<file path="src/rtl/rename_table_if.sv">
// rename_table_if: decoder/ROB-facing bundle for the register alias table
interface rename_table_if #(
  parameter int ROB_DEPTH = 32,
  parameter int GPR_NUM = 32,
  parameter int GPR_ADDR_WIDTH = 5
);
  localparam int TAG_W = $clog2(ROB_DEPTH);
  localparam int CNT_W = $clog2(GPR_NUM) + 1;
  logic alloc_en, alloc_dst_wen, commit_en, commit_dst_wen, flush;
  logic rs1_rat_valid, rs2_rat_valid;
  logic [GPR_ADDR_WIDTH-1:0] alloc_dst_addr, commit_dst_addr, rs1_addr, rs2_addr;
  logic [TAG_W-1:0] alloc_tag, commit_Paddr, rs1_Paddr, rs2_Paddr;
  logic [CNT_W-1:0] mapped_cnt;
  modport master (
    output alloc_en, alloc_dst_addr, alloc_dst_wen, alloc_tag, rs1_addr, rs2_addr,
    output commit_en, commit_dst_addr, commit_dst_wen, commit_Paddr, flush,
    input rs1_rat_valid, rs2_rat_valid, rs1_Paddr, rs2_Paddr, mapped_cnt
  );
  modport slave (
    input alloc_en, alloc_dst_addr, alloc_dst_wen, alloc_tag, rs1_addr, rs2_addr,
    input commit_en, commit_dst_addr, commit_dst_wen, commit_Paddr, flush,
    output rs1_rat_valid, rs2_rat_valid, rs1_Paddr, rs2_Paddr, mapped_cnt
  );
endinterface

</file>
<file path="src/rtl/rename_table.sv">
// rename_table: maps each architectural GPR to the ROB tag of its newest in-flight producer
module rename_table #(
  parameter int ROB_DEPTH = 32,
  parameter int GPR_NUM = 32,
  parameter int GPR_ADDR_WIDTH = 5,
  localparam int TAG_W = $clog2(ROB_DEPTH),
  localparam int CNT_W = $clog2(GPR_NUM) + 1
) (
  input logic clk,
  input logic rst,
  rename_table_if.slave rt
);
  logic [GPR_NUM-1:0] valid, valid_nxt;
  logic [TAG_W-1:0] tag [GPR_NUM];
  logic [CNT_W-1:0] cnt, cnt_nxt;
  logic [GPR_ADDR_WIDTH-1:0] ad, cd;
  logic alloc_hit, commit_hit;
  assign ad = rt.alloc_dst_addr;
  assign cd = rt.commit_dst_addr;
  assign alloc_hit = rt.alloc_en && rt.alloc_dst_wen && ad != '0;
  assign commit_hit = rt.commit_en && rt.commit_dst_wen && valid[cd] && tag[cd] == rt.commit_Paddr;
  assign rt.rs1_rat_valid = valid[rt.rs1_addr];
  assign rt.rs2_rat_valid = valid[rt.rs2_addr];
  assign rt.rs1_Paddr = tag[rt.rs1_addr];
  assign rt.rs2_Paddr = tag[rt.rs2_addr];
  assign rt.mapped_cnt = cnt;
  // next valid vector: commit clear, then allocate (so allocate wins), flush clears all
  always_comb begin
    valid_nxt = valid;
    if (commit_hit) valid_nxt[cd] = 1'b0;
    if (alloc_hit) valid_nxt[ad] = 1'b1;
    valid_nxt[0] = 1'b0;
    if (rt.flush) valid_nxt = '0;
  end
  // population count of the next valid vector so mapped_cnt tracks the table edge for edge
  always_comb begin
    cnt_nxt = '0;
    for (int i = 1; i < GPR_NUM; i++) cnt_nxt = cnt_nxt + CNT_W'(valid_nxt[i]);
  end
  // table state; tags survive flush (valid gates them) but reset zeroes them
  always_ff @(posedge clk) begin
    if (rst) begin
      valid <= '0;
      cnt <= '0;
      for (int i = 0; i < GPR_NUM; i++) tag[i] <= '0;
    end else begin
      valid <= valid_nxt;
      cnt <= cnt_nxt;
      if (alloc_hit && !rt.flush) tag[ad] <= rt.alloc_tag;
    end
  end
endmodule

</file>
<file path="src/flat_wrapper.sv">
// flat-port wrapper written by rule: the top's interface ports become plain ports
module rename_table_flat 
#(
  parameter int ROB_DEPTH = 32,
  parameter int GPR_NUM = 32,
  parameter int GPR_ADDR_WIDTH = 5,
  localparam int TAG_W = $clog2(ROB_DEPTH),
  localparam int CNT_W = $clog2(GPR_NUM) + 1
)
  (clk, rst, rt_alloc_en, rt_alloc_dst_addr, rt_alloc_dst_wen, rt_alloc_tag, rt_rs1_addr, rt_rs2_addr, rt_commit_en, rt_commit_dst_addr, rt_commit_dst_wen, rt_commit_Paddr, rt_flush, rt_rs1_rat_valid, rt_rs2_rat_valid, rt_rs1_Paddr, rt_rs2_Paddr, rt_mapped_cnt);
  rename_table_if #(.ROB_DEPTH(ROB_DEPTH), .GPR_NUM(GPR_NUM), .GPR_ADDR_WIDTH(GPR_ADDR_WIDTH)) rt_i ();
  input logic clk;
  input logic rst;
  input wire logic [$bits(rt_i.alloc_en)-1:0] rt_alloc_en;
  input wire logic [$bits(rt_i.alloc_dst_addr)-1:0] rt_alloc_dst_addr;
  input wire logic [$bits(rt_i.alloc_dst_wen)-1:0] rt_alloc_dst_wen;
  input wire logic [$bits(rt_i.alloc_tag)-1:0] rt_alloc_tag;
  input wire logic [$bits(rt_i.rs1_addr)-1:0] rt_rs1_addr;
  input wire logic [$bits(rt_i.rs2_addr)-1:0] rt_rs2_addr;
  input wire logic [$bits(rt_i.commit_en)-1:0] rt_commit_en;
  input wire logic [$bits(rt_i.commit_dst_addr)-1:0] rt_commit_dst_addr;
  input wire logic [$bits(rt_i.commit_dst_wen)-1:0] rt_commit_dst_wen;
  input wire logic [$bits(rt_i.commit_Paddr)-1:0] rt_commit_Paddr;
  input wire logic [$bits(rt_i.flush)-1:0] rt_flush;
  output wire logic [$bits(rt_i.rs1_rat_valid)-1:0] rt_rs1_rat_valid;
  output wire logic [$bits(rt_i.rs2_rat_valid)-1:0] rt_rs2_rat_valid;
  output wire logic [$bits(rt_i.rs1_Paddr)-1:0] rt_rs1_Paddr;
  output wire logic [$bits(rt_i.rs2_Paddr)-1:0] rt_rs2_Paddr;
  output wire logic [$bits(rt_i.mapped_cnt)-1:0] rt_mapped_cnt;
  assign rt_i.alloc_en = rt_alloc_en;
  assign rt_i.alloc_dst_addr = rt_alloc_dst_addr;
  assign rt_i.alloc_dst_wen = rt_alloc_dst_wen;
  assign rt_i.alloc_tag = rt_alloc_tag;
  assign rt_i.rs1_addr = rt_rs1_addr;
  assign rt_i.rs2_addr = rt_rs2_addr;
  assign rt_i.commit_en = rt_commit_en;
  assign rt_i.commit_dst_addr = rt_commit_dst_addr;
  assign rt_i.commit_dst_wen = rt_commit_dst_wen;
  assign rt_i.commit_Paddr = rt_commit_Paddr;
  assign rt_i.flush = rt_flush;
  assign rt_rs1_rat_valid = rt_i.rs1_rat_valid;
  assign rt_rs2_rat_valid = rt_i.rs2_rat_valid;
  assign rt_rs1_Paddr = rt_i.rs1_Paddr;
  assign rt_rs2_Paddr = rt_i.rs2_Paddr;
  assign rt_mapped_cnt = rt_i.mapped_cnt;
  rename_table #(.ROB_DEPTH(ROB_DEPTH), .GPR_NUM(GPR_NUM), .GPR_ADDR_WIDTH(GPR_ADDR_WIDTH)) u_core (.clk(clk), .rst(rst), .rt(rt_i));
endmodule
</file>
<file path="config.mk">
export PLATFORM = sky130hd
export DESIGN_NAME = rename_table_flat
export DESIGN_NICKNAME = d
export VERILOG_FILES = /design/src/rtl/rename_table_if.sv /design/src/rtl/rename_table.sv /design/src/flat_wrapper.sv
export SDC_FILE = /design/constraint.sdc
export NUM_CORES = 1
export LEC_CHECK = 0
export BUFFER_PORTS_ARGS = -buffer_cell sky130_fd_sc_hd__buf_2
export CAP_MARGIN = 20
export CORE_MARGIN = 2
export CORE_UTILIZATION = 25
export DETAILED_ROUTE_END_ITERATION = 8
export PLACE_DENSITY = 0.43
export SLEW_MARGIN = 5
export SYNTH_ARGS = -nofsm -noshare
export SYNTH_HDL_FRONTEND = slang
export SYNTH_SLANG_ARGS = --single-unit
</file>
<file path="constraint.sdc">
create_clock -name clk -period 24.4 [get_ports clk]
set_input_delay 4.88 -clock clk [delete_from_list [all_inputs] [get_ports clk]]
set_output_delay 4.88 -clock clk [all_outputs]
set_load 0.1 [all_outputs]
</file>
# ---- Word-level counts from Yosys, hierarchy flattened
# Memory sizes are Yosys's and may differ from the RTL's.
# Index checks and enable logic that the tools add are counted.
dict set report op_classes {
  n_addsub 30
  order_cmp 6
  n_eq_ne 1
  n_mux 21
  n_bitwise 3
  n_reduce_logical 11
}
# op n
set op_table {}
lappend op_table {{adder 6 x 1 -> 6 bit} 29}
lappend op_table {{2-to-1 mux 32 bit} 3}
lappend op_table {{AND 32 bit} 1}
lappend op_table {{inverter 32 bit} 1}
lappend op_table {{OR 32 bit} 1}
lappend op_table {{less-than comparator 5 x 6 -> 1 bit, second input constant} 4}
lappend op_table {{binary-select mux 1 bit (select 5 bit)} 3}
lappend op_table {{2-to-1 mux 1 bit} 11}
lappend op_table {{demux 1 bit (select 5 bit)} 2}
lappend op_table {{greater-or-equal comparator 5 x 1 -> 1 bit, second input constant} 2}
lappend op_table {{2-to-1 mux 5 bit} 2}
lappend op_table {{logical AND 1 bit} 8}
lappend op_table {{equality test 5 bit} 1}
lappend op_table {{nonzero test 5 bit} 1}
lappend op_table {{OR reduction 5 bit} 1}
lappend op_table {{adder 1 x 1 -> 2 bit} 1}
lappend op_table {{logical NOT 1 bit} 1}
dict set report word_totals {
  register_bits 38
  ramBits 160
  inputBits 37
  out_inout_bits 18
  word_cells 75
  memories 1
}
# name depth width read_ports rd_ports_with_merged_regs write_ports line
set mem_list {}
lappend mem_list {u_core.tag 32 5 3 0 32 rename_table.sv:14} ;# logic [TAG_W-1:0] tag [GPR_NUM];

# ---- Logic depth before layout (Yosys ltp)
dict set report logic_depth {
  ltp_word 40
  mapped_depth 29
  depth_no_buf 24
}

# ---- Worst setup path before layout
# No wires, ideal clock.
dict set report synth_timing {
  path_type {input to output}
  start {input rt_rs2_addr[0]}
  end {output rt_rs2_Paddr[0]}
  arrival_time_ns 7.514
  t_required_ns 19.520
  slack_ns 12.006
  path_stages 6
  path_buffers 3
  path_cell_list {clkbuf_1 -> buf_1 -> clkbuf_1 -> mux4_2 -> mux4_2 -> mux2_2}
}
dict set report synth_between {
  elab_chain_cells 1
}
# item line
set synth_lines {}
lappend synth_lines {{start, declared} flat_wrapper.sv:19} ;# input wire logic [$bits(rt_i.rs2_addr)-1:0] rt_rs2_addr;
lappend synth_lines {{memory read (32 x 5 bit)} -}
lappend synth_lines {{end, declared} flat_wrapper.sv:28} ;# output wire logic [$bits(rt_i.rs2_Paddr)-1:0] rt_rs2_Paddr;
# No other way between the ends.

# ---- Worst setup path after layout
dict set report layout_timing {
  start {input rt_commit_dst_addr[1]}
  end {register u_core.cnt[4] (netlist: u_core.rt.mapped_cnt[4])}
}
dict set report layout_between {
  elab_chain_cells 40
  word_cells_on_any_way 47
  classes_between {add/sub (30); order compare (2); eq/ne (1); mux (7); bitwise (3); reduce/logical (3); memory (1)}
}
# item line
set layout_lines {}
lappend layout_lines {{start, declared} flat_wrapper.sv:21} ;# input wire logic [$bits(rt_i.commit_dst_addr)-1:0] rt_commit_dst_addr;
lappend layout_lines {{less-than comparator 5 x 6 -> 1 bit (not written as such) / greater-or-equal comparator 5 x 1 -> 1 bit (equally long branches)} rename_table.sv:30} ;# if (commit_hit) valid_nxt[cd] = 1'b0;
lappend layout_lines {{logical AND 1 bit (not written as such)} rename_table.sv:30}
lappend layout_lines {{2-to-1 mux 1 bit (not written as such)} rename_table.sv:30}
lappend layout_lines {{demux 1 bit (select 5 bit)} -}
lappend layout_lines {{inverter 32 bit (no line)} -}
lappend layout_lines {{AND 32 bit (no line)} -}
lappend layout_lines {{2-to-1 mux 32 bit *} rename_table.sv:30}
lappend layout_lines {{OR 32 bit (no line)} -}
lappend layout_lines {{2-to-1 mux 32 bit *} rename_table.sv:31} ;# if (alloc_hit) valid_nxt[ad] = 1'b1;
lappend layout_lines {{2-to-1 mux 32 bit *} rename_table.sv:33} ;# if (rt.flush) valid_nxt = '0;
lappend layout_lines {{via u_core.valid_nxt[2]} rename_table.sv:13} ;# logic [GPR_NUM-1:0] valid, valid_nxt;
lappend layout_lines {{adder 1 x 1 -> 2 bit *} rename_table.sv:38} ;# for (int i = 1; i < GPR_NUM; i++) cnt_nxt = cnt_nxt + CNT_W'(valid_nxt[i]);
lappend layout_lines {{adder 6 x 1 -> 6 bit * (29 in a row)} rename_table.sv:38}
lappend layout_lines {{end signal, assigned} rename_table.sv:48} ;# cnt <= cnt_nxt;
lappend layout_lines {{end, declared} rename_table.sv:15} ;# logic [CNT_W-1:0] cnt, cnt_nxt;
# The timed path passes the listed nets; every way through them passes the cells marked *. The select of a mux whose other input is x is not followed.
# A chain may end at the register's enable or synchronous reset.

==> run summary <==
Status - finished clean
Pre-CTS setup slack - 10.64 ns
GP Congestion - 0.8820
Largest stage delay, worst path - 0.82 ns
FF+latch area - 5545 um2
Most used cell along the critical path - fa_1
Net switching power - 258.4 uW
Post-synth EDFFs - 160
Max-slew headroom - 0.3241
Grt total ovfl - 0
CTS tree - done
DRT iter0 DRCs - 1005
Clock buffer depth - 2
# diodes - 0
Crit Path Category - input pin to flop
Worst path arrival time - 13.72 ns
Leak - 0.005312 uW
Vias in the first global route - 9834
Clk sink count - 197
Worst VDD drop - 0.00005626 V
Placed cell area - 14550 um2
DRT antenna net count - 0
RR Startpoint - u_core.tag[22][2]
Hold Crit Start - u_core.valid[1]
I/O pin count - 55
H-Tree Depth - 4
Share of cells above drive strength 1 - 0.2313
Slowest-stage cell, CP - buf_4
Largest net degree at the start of global routing - 54
Synth Flop Type - edfxtp_1
Port bufs - 54
Crit-path max FO - 53
Final Skew - 0.01360 ns
Die Wd - 238.7 um
Setup crit start kind - input pin
Reg2reg setup slack - 16.35 ns
Ys async rst share - 0
Fillers - 5593
Synth Instances - 1100
Total Neg Setup Slack - 0 ns
Final Cycle Share - 0.5488
Initial antenna violation count - 0
Detailed Place HPWL - 37740 um
Initial core utilization - 0.2513
Sequential Power Share - 0.473
Total track usage - 0.1847
Die height - 238.7 um
Fin area - 15120 um2
Die ar. - 56960 um2
Hold WS - 0.6099 ns
Reg2reg path depth - 24
R2R Path End - u_core.rt.mapped_cnt[4]
Sequential fraction of the synthesis area - 0.4028
Ys Warns - 0
Drt first pass iters - 5
Fmax - 0.07468 GHz
Clock network power share - 0.343
Num CTS Buffers - 17
Utilization after layout - 0.2761
Core area - 54770 um2
Final hold viol count - 0
Net Sw Frac - 0.3101
# Post-CTS Setup Buffers - 0
DR vias - 9997
Clk_lat worst skew - 0.47 ns
CTS hold repair buffers - 0
Crit end category - flop
Clock transition at path regs - 0.07 ns
Pins Over Slew Limit - 0
Internal power - 574.8 uW
WL final - 52000 um
Min-Delay Path Class - flop to flop
WL/cell - 28.71 um
Final WS setup - 11.01 ns
Comb power frac - 0.184
Syn-to-layout area delta - 9.835%
Cell area power density - 55.11 nW/um2
DR DRC count - 0
Crit path required time - 24.73 ns
Max-Cap Viols - 0
Rows - 86
Hold path cells - 2
Worst Hold End - u_core.valid[1]
Crit path time final - 13.39 ns
Footprint of the multi-input gates - 7662 um2
Yosys reg bits - 197
Most frequent cells in the layout - edfxtp_1, and2_1, mux4_2
Syn avg cell area - 12.51 um2
Post-Syn Area - 13770 um2
Final setup viols - 0
Resized Gates After CTS - 0
Post-DR vias/cell - 5.520
Worst Max-Slew Pin Slew - 1.014 ns
Root buffer cell - clkbuf_16
First-pass GRT wire length - 74140 um
Fin nets - 1164
Distinct cells, synth - 63
Commonest non-fill, non-tap cell in the layout - edfxtp_1
RSZ-0062 raised after global routing - false
-- layer usage --
layer	vias to the layer above	routed length [um]	GRT usage	part of all wire
li1	4273	-	-	-
met1	5205	22750	0.2522	0.44
met2	457	24050	0.2918	0.46
met3	62	4157	0.04815	0.080
met4	0	1045	0.04508	0.020
met5	-	0	0	0
-- registers in the layout (all words and copies together), names as in the netlist --
name and flops:
u_core.rt.mapped_cnt 6, u_core.tag 160, u_core.valid 31
-- worst max-delay path, delay by kind of cell --
family / cells / cell delay [ns]
adders and majority gates: 9 / 4.04
and+or+nand+nor: 4 / 1.77
buffers and inverters: 6 / 1.61
AOI/OAI and AO/OA: 5 / 0.80
muxes: 1 / 0.37
xor gates and xnor gates: 1 / 0.14
-- worst max path at each step --
stage	cells past startpoint	to	from
after floorplan	6	rt_rs2_Paddr[0]	rt_rs2_addr[0]
after global placement	26	u_core.rt.mapped_cnt[4]	rt_commit_dst_addr[1]
after detailed placement	26	u_core.rt.mapped_cnt[4]	rt_commit_dst_addr[1]
after CTS	26	u_core.rt.mapped_cnt[4]	rt_commit_dst_addr[1]
after global routing	26	u_core.rt.mapped_cnt[4]	rt_commit_dst_addr[1]
final	26	u_core.rt.mapped_cnt[4]	rt_commit_dst_addr[1]
-- cell type report --
cell class,count,area share
tap,704,0.05826
sequential,197,0.3668
timing repair buffer,64,0.02334
clock inverter,13,0.009268
multi-input combinational,786,0.5068
inverter,29,0.007200
clock buffer,18,0.02838
-- logic make-up after synthesis --
logic type,Yosys count,synth area share
other cells,1,0.0002724
flops,197,0.4028
simple gates,346,0.1490
fa+ha+maj,32,0.04163
mux,224,0.2742
buf+inv,121,0.04163
xor+xnor,3,0.001909
compound gates,176,0.08853
-- per-stage QoR --
stage / instances / total power [uW]
after detailed placement: 1780 / 552.9
after global placement: 1780 / 553.7
after floorplan: 1104 / 499.6
final: 1811 / 833.3
after CTS: 1811 / 840.1
after global routing: 1811 / 858.0
-- Yosys cell counts (5+ instances only) --
cell type	instances	area, um2
nor2_1	70	262.8
buf_2	8	40.04
and2_1	158	988.5
mux4_2	121	2725
buf_4	5	37.54
dfxtp_1	37	740.7
or4_1	5	37.54
o221a_2	5	56.30
buf_6	12	135.1
clkbuf_1	59	221.5
o311a_1	7	70.07
nor4_1	8	50.05
o21ai_0	43	215.2
nor2b_1	22	137.6
mux2i_1	88	880.8
edfxtp_1	160	4805
o2bb2ai_1	7	61.31
fa_1	23	460.4
ha_1	9	112.6
a31oi_1	5	31.28
a21oi_1	19	95.09
nor3_1	10	50.05
nand2_1	20	75.07
o22ai_1	51	319.1
nand3_1	6	30.03
a21boi_0	5	37.54
inv_1	29	108.9
buf_1	8	30.03
nand3b_1	5	37.54
a311oi_1	5	43.79
a21o_1	9	67.56
mux2_2	15	168.9
-- power groups by stage --
stage               sequential [uW]  combinational, uW  clock, uW
floorplan                       392                107          0
global placement                402                152          0
detailed placement              401                152          0
CTS                             394                152        294
global route                    395                159        304
finish                          394                153        286
(Power assumes the default switching activity.)
